<file path="config.mk">
export PLATFORM = sky130hd
export DESIGN_NAME = nonce_block_gen
export DESIGN_NICKNAME = d
export VERILOG_FILES = /design/src/rtl/md5_pkg.sv /design/src/rtl/nonce_block_gen_bcd_counter.sv /design/src/rtl/nonce_block_gen.sv
export SDC_FILE = /design/constraint.sdc
export NUM_CORES = 1
export LEC_CHECK = 0
export ABC_AREA = 1
export CAP_MARGIN = 20
export CORE_AREA = 2 2 216 218
export DETAILED_ROUTE_END_ITERATION = 8
export DIE_AREA = 0 0 218 220
export GPL_TIMING_DRIVEN = 0
export PLACE_DENSITY = 0.72
export SKIP_LAST_GASP = 1
export SLEW_MARGIN = 10
export SYNTH_ARGS = -nofsm -noshare
export SYNTH_HDL_FRONTEND = slang
export SYNTH_SLANG_ARGS = --single-unit
</file>
<file path="constraint.sdc">
create_clock -name clk -period 4.3 [get_ports clk]
set_clock_uncertainty 0.1 [all_clocks]
set_input_delay 0.645 -clock clk [delete_from_list [all_inputs] [get_ports clk]]
set_output_delay 0.645 -clock clk [all_outputs]
set_load 0.05 [all_outputs]
</file>
<file path="src/rtl/md5_pkg.sv">
// Shared MD5 datapath types and constants for the digest transmitter and filter.
// Also carries the nonce generator's state encoding and a digit-to-ASCII helper.
package md5_pkg;

   localparam int         MD5_BLOCK_BYTES = 64;
   localparam int         MD5_LEN_OFFSET  = 56;
   localparam logic [7:0] MD5_PAD_BYTE    = 8'h80;

   typedef logic [511:0] md5_block_t;
   typedef logic [127:0] md5_digest_t;

   typedef enum logic [1:0] {
      GEN_IDLE,
      GEN_RUN,
      GEN_DONE
   } gen_state_t;

   function automatic logic [7:0] bcd_to_ascii(input logic [3:0] d);
      return {4'h3, d};
   endfunction

endpackage

</file>
<file path="src/rtl/nonce_block_gen_bcd_counter.sv">
// Variable-width decimal counter starting at 1; grows one digit at a time and
// flags the all-nines value so the owner can stop before it would wrap.
module bcd_counter #(
   parameter int NONCE_DIGITS = 8
) (
   input  logic                                  clk,
   input  logic                                  reset,
   input  logic                                  inc,
   output logic [4*NONCE_DIGITS-1:0]             digits,
   output logic [$clog2(NONCE_DIGITS+1)-1:0]     digit_count,
   output logic                                  overflow
);

   localparam int DW    = 4 * NONCE_DIGITS;
   localparam int CNT_W = $clog2(NONCE_DIGITS + 1);

   logic [DW-1:0]    nxt_digits;
   logic [CNT_W-1:0] nxt_count;
   logic             carry;
   logic             all_nines;

   always_comb begin
      nxt_digits = digits;
      nxt_count  = digit_count;
      carry      = 1'b1;
      for (int i = 0; i < NONCE_DIGITS; i++) begin
         if (carry && (i < int'(digit_count))) begin
            if (digits[4*i +: 4] == 4'd9) begin
               nxt_digits[4*i +: 4] = 4'd0;
            end else begin
               nxt_digits[4*i +: 4] = digits[4*i +: 4] + 4'd1;
               carry                = 1'b0;
            end
         end
      end
      // A carry past the current top digit opens a new leading '1'.
      if (carry && (int'(digit_count) < NONCE_DIGITS)) begin
         for (int i = 0; i < NONCE_DIGITS; i++) begin
            if (i == int'(digit_count)) begin
               nxt_digits[4*i +: 4] = 4'd1;
            end
         end
         nxt_count = digit_count + 1'b1;
      end
   end

   always_comb begin
      all_nines = 1'b1;
      for (int i = 0; i < NONCE_DIGITS; i++) begin
         if (digits[4*i +: 4] != 4'd9) begin
            all_nines = 1'b0;
         end
      end
   end

   assign overflow = all_nines && (digit_count == CNT_W'(NONCE_DIGITS));

   always_ff @(posedge clk or posedge reset) begin
      if (reset) begin
         digits      <= DW'(1);
         digit_count <= CNT_W'(1);
      end else if (inc) begin
         digits      <= nxt_digits;
         digit_count <= nxt_count;
      end
   end

endmodule

</file>
<file path="src/rtl/nonce_block_gen.sv">
// Builds single-block MD5 messages "<key><decimal nonce>" for nonces 1, 2, 3, ...
// and streams them to the MD5 core until a hit is reported or the range runs out.
module nonce_block_gen
   import md5_pkg::*;
#(
   parameter int MAX_KEY_BYTES = 16,
   parameter int NONCE_DIGITS  = 8,
   parameter int NONCE_WIDTH   = 32
) (
   input  logic                   clk,
   input  logic                   reset,
   input  logic                   key_valid,
   input  logic [7:0]             key_data,
   input  logic                   key_last,
   output logic                   key_ready,
   input  logic                   stop,
   output logic                   block_valid,
   input  logic                   block_ready,
   output logic [511:0]           block_data,
   output logic [NONCE_WIDTH-1:0] block_nonce,
   output logic                   done,
   output logic                   exhausted
);

   localparam int KL_W  = $clog2(MAX_KEY_BYTES + 1);
   localparam int KI_W  = $clog2(MAX_KEY_BYTES);
   localparam int CNT_W = $clog2(NONCE_DIGITS + 1);

   gen_state_t                state;
   logic [7:0]                key_mem [MAX_KEY_BYTES];
   logic [KL_W-1:0]           key_len;
   logic [4*NONCE_DIGITS-1:0] digits;
   logic [CNT_W-1:0]          digit_count;
   logic                      overflow;
   logic                      accept;
   logic                      key_wr;
   logic [7:0]                msg_len;
   md5_block_t                blk;

   assign accept  = block_valid && block_ready;
   assign key_wr  = key_valid && key_ready;
   assign msg_len = 8'(key_len) + 8'(digit_count);

   bcd_counter #(
      .NONCE_DIGITS(NONCE_DIGITS)
   ) u_bcd (
      .clk        (clk),
      .reset      (reset),
      .inc        (accept),
      .digits     (digits),
      .digit_count(digit_count),
      .overflow   (overflow)
   );

   // Key contents are only meaningful below key_len, so the array needs no reset.
   always_ff @(posedge clk) begin
      if (key_wr && (key_len < KL_W'(MAX_KEY_BYTES))) begin
         key_mem[key_len[KI_W-1:0]] <= key_data;
      end
   end

   always_ff @(posedge clk or posedge reset) begin
      if (reset) begin
         state       <= GEN_IDLE;
         key_ready   <= 1'b1;
         block_valid <= 1'b0;
         done        <= 1'b0;
         exhausted   <= 1'b0;
         key_len     <= '0;
         block_nonce <= NONCE_WIDTH'(1);
      end else begin
         case (state)
            GEN_IDLE: begin
               if (key_valid) begin
                  if (key_len < KL_W'(MAX_KEY_BYTES)) begin
                     key_len <= key_len + 1'b1;
                  end
                  if (key_last) begin
                     state       <= GEN_RUN;
                     key_ready   <= 1'b0;
                     block_valid <= 1'b1;
                  end
               end
            end
            GEN_RUN: begin
               if (accept) begin
                  block_nonce <= block_nonce + 1'b1;
               end
               // The all-nines block still counts as accepted before halting.
               if (stop || (accept && overflow)) begin
                  state       <= GEN_DONE;
                  block_valid <= 1'b0;
                  done        <= 1'b1;
                  exhausted   <= accept && overflow;
               end
            end
            GEN_DONE: begin
            end
            default: begin
               state <= GEN_IDLE;
            end
         endcase
      end
   end

   always_comb begin
      blk = '0;
      for (int k = 0; k < MAX_KEY_BYTES; k++) begin
         if (k < int'(key_len)) begin
            blk[8*k +: 8] = key_mem[k];
         end
      end
      // Digits follow the key, most significant first; pad byte right after.
      for (int p = 0; p < MD5_LEN_OFFSET; p++) begin
         if ((p >= int'(key_len)) && (p < int'(msg_len))) begin
            blk[8*p +: 8] = bcd_to_ascii(digits[4*(int'(msg_len) - 1 - p) +: 4]);
         end else if (p == int'(msg_len)) begin
            blk[8*p +: 8] = MD5_PAD_BYTE;
         end
      end
      blk[8*MD5_BLOCK_BYTES-1 -: 64] = {53'b0, msg_len, 3'b000};
   end

   assign block_data = blk;

endmodule
</file>
==> impl_metrics.tcl <==
set metrics [dict create \
    drv_slew 0 \
    synth_compound_area_frac 0.113 \
    dpl_cell_area_um2 23400 \
    synth_cell_type_count 71 \
    muxShareOfSynthArea 0.00696 \
    htreeDepth 1 \
    ant_nets 0 \
    yosys.area.top_type "edfxtp_1" \
    synth-seq-cells 207 \
    synth_top_cell_area_share 0.243 \
    die-area_um2 48000 \
    antenna_found_initial 4 \
    synth_area_per_cell_um2 7.18 \
    ys_seq_area_frac 0.368 \
    startpoint_type "flop" \
    drt-initial-drc-count 1988 \
    tightest_slew_ps 1220 \
    synth_area_leaders "edfxtp_1 (24%), dfrtp_1 (12%), nand2_1 (10%)" \
    io_buffers 453 \
    dp.cells 3375 \
    violations "setup timing" \
    layout-drive-gt1-share 0.458 \
    drc_errors 0 \
    max_freq_mhz 212 \
    fin_crit_ps 4730 \
    nets 3009 \
    cellPowerDensity_nw_per_um2 160 \
    cts_made_buffers 25 \
    synth_area_um2 15800 \
    synthArstFlopShare 0.382 \
    critPathArrivalTime_ps 3980 \
    rows 79 \
    clk_latency_ps 550 \
    crit_path_max_fanout 7 \
    synth-main-ff-cell "edfxtp_1" \
    status "finished with violations" \
    track_usage 0.318 \
    fin_tns_setup_ps -65930 \
    place_hpwl_mm 62.3 \
    synth_top_family_by_area "simple AND/OR/NAND/NOR gates" \
    clockBufferDepth 3 \
    hold_class "in -> async" \
    gp_congestion 0.999 \
    required_ps 3560 \
    synth_edf_count 128 \
    grt_overflow 0 \
    synthAdderAreaFrac 0.0203 \
    die_w_um 218 \
    first_pass_iters 6 \
    core_um2 45900 \
    cellLeakagePower_uw 0.0125 \
    cts_tree "done" \
    path_class "reg -> out" \
    postLayoutSetupSlackWorst_ps -427 \
    routed_wl_mm 82.7 \
    rsz0062_at_grt "true" \
    yosys.area_share.simple 0.310 \
    cts.clk_slew.worst_paths_ps 60 \
    fin_crit_sh 1.10 \
    setup_viol 297 \
    ir_worst_vdd_mv 0.284 \
    synthXorXnorAreaFrac 0.0309 \
    initial_utilization 0.345 \
    grt_pass1_vias 17600 \
    wl_per_cell_um 23.0 \
    yosysMostFrequentCell "nand2_1" \
    via_count 19100 \
    hold_buffers 0 \
    final_cells 3598 \
    netlist_top_cells_count "nand2_1 (440), nor2_1 (362), inv_1 (232)" \
    yosys_warnings 1 \
    final_area_um2 28600 \
    crit_path_end_kind "output pin" \
    max-slew-margin-rel 0.187 \
    die_h_um 220 \
    syn_to_final_growth_pct 80.8 \
    grt_pass1_wl_mm 113 \
    numClockSinks 207 \
    synth_cells 2203 \
    via_per_inst 5.32 \
    cts_root_buf "clkbuf_16" \
    maxCapViolations 0 \
    grt_max_degree 59 \
    ioPinCount 562 \
    hold_viol 0 \
]
[state kept, by name, summed over array words and instances, names as in the netlist]
signal,count
u_bcd.digit_count,4
u_bcd.digits,32
block_nonce,32
key_ready,1
key_mem,128
block_valid,1
done,1
exhausted,1
key_len,5
state,2
[logic make-up after synthesis]
kind of cell | Yosys count
compound gates | 323
xor+xnor | 51
fa+ha+maj | 25
buf+inv | 464
flops | 207
mux | 11
other cells | 1
simple gates | 1121
[layout make-up]
cell class	instances	area, um^2
fill	3691	17300
multi-input combinational	1639	12100
timing repair buffer	633	6350
sequential	207	5830
buffer	198	1590
inverter	265	1190
tap	607	759
clock buffer	29	641
clock inverter	17	155
timing repair inverter	1	11.3
antenna	2	5.00
[placed cells by master, fill, tap and decap left out, types with 13 or more instances in the layout]
cell / instances
buf_12: 27
nor3_1: 27
nand3_1: 133
buf_8: 55
buf_6: 158
inv_1: 190
nand4_1: 24
a21oi_1: 23
dlygate4sd2_1: 50
clkdlybuf4s50_1: 124
o21ai_2: 34
nor3_4: 18
nor2_1: 170
nand3_4: 24
nor2_2: 75
clkbuf_16: 27
o21ai_4: 68
nor2_4: 129
dfrtp_1: 71
nand2_1: 319
clkbuf_1: 18
nand2_2: 65
inv_2: 38
edfxtp_1: 128
a21oi_4: 16
conb_1: 108
o21ai_1: 13
buf_2: 32
clkbuf_2: 32
xnor2_1: 13
buf_4: 303
xor2_1: 32
nand2_4: 73
o21ai_0: 106
[per-layer routing]
layer | share of wire | routed length, um | global-route usage
met3 | 0.11 | 9130 | 0.0836
met2 | 0.47 | 38500 | 0.518
met5 | 0.00018 | 15 | 0.00313
met1 | 0.37 | 30800 | 0.400
met4 | 0.051 | 4200 | 0.131
[power breakdown]
part	leakage (uW)	internal [uW]	switching, uW
registers	0.00207	2120	0.217
clock network	0.000387	1200	898
logic	0.0101	81.8	274
[final timing paths]
check	startpoint	endpoint	slack, ps	depth (start not counted)
min	reset	u_bcd.digits[30]$_DFFE_PP0P_	320	2
max reg2reg	key_len[0]$_DFFE_PP0P_	key_mem[12][4]$_DFFE_PP_	800	10
max	key_len[0]$_DFFE_PP0P_	block_data[352]	-430	15
min in group clk	done$_DFFE_PP0P_	done$_DFFE_PP0P_	370	1
min reg2reg	done$_DFFE_PP0P_	done$_DFFE_PP0P_	370	1
max in group asynchronous	reset	block_nonce[0]$_DFFE_PP1P_	3150	3
[repair_timing]
action | CTS | global route
cloned | 2 | 3
pin swaps | 113 | 129
buffers inserted | 89 | 88
resized for setup | 1948 | 513
setup endpoints to repair | 381 | 379
[through the flow]
stage / hold WS [ps] / setup slack [ps] / power [uW] / utilization
after floorplan: 371 / -267 / 2450 / -
after global placement: 357 / -1470 / 2500 / 0.509
after detailed placement: 359 / -1470 / 2510 / 0.511
after CTS: 323 / -440 / 4570 / 0.582
after global routing: 344 / -501 / 4680 / 0.623
final: 319 / -427 / 4570 / 0.623
[critical path, stage by stage (launching register included)]
cell and delay (ps):
dfrtp_2 430, ha_4 170, fa_2 660, inv_8 70, ha_4 300, buf_8 140, clkinv_8 80, clkbuf_16 170
buf_4 140, buf_6 110, o21ai_4 180, nand2_2 140, nand2_4 110, nand3_2 190, nor2_2 140, clkdlybuf4s15_2 380
Power figures use the tool's default switching activity.
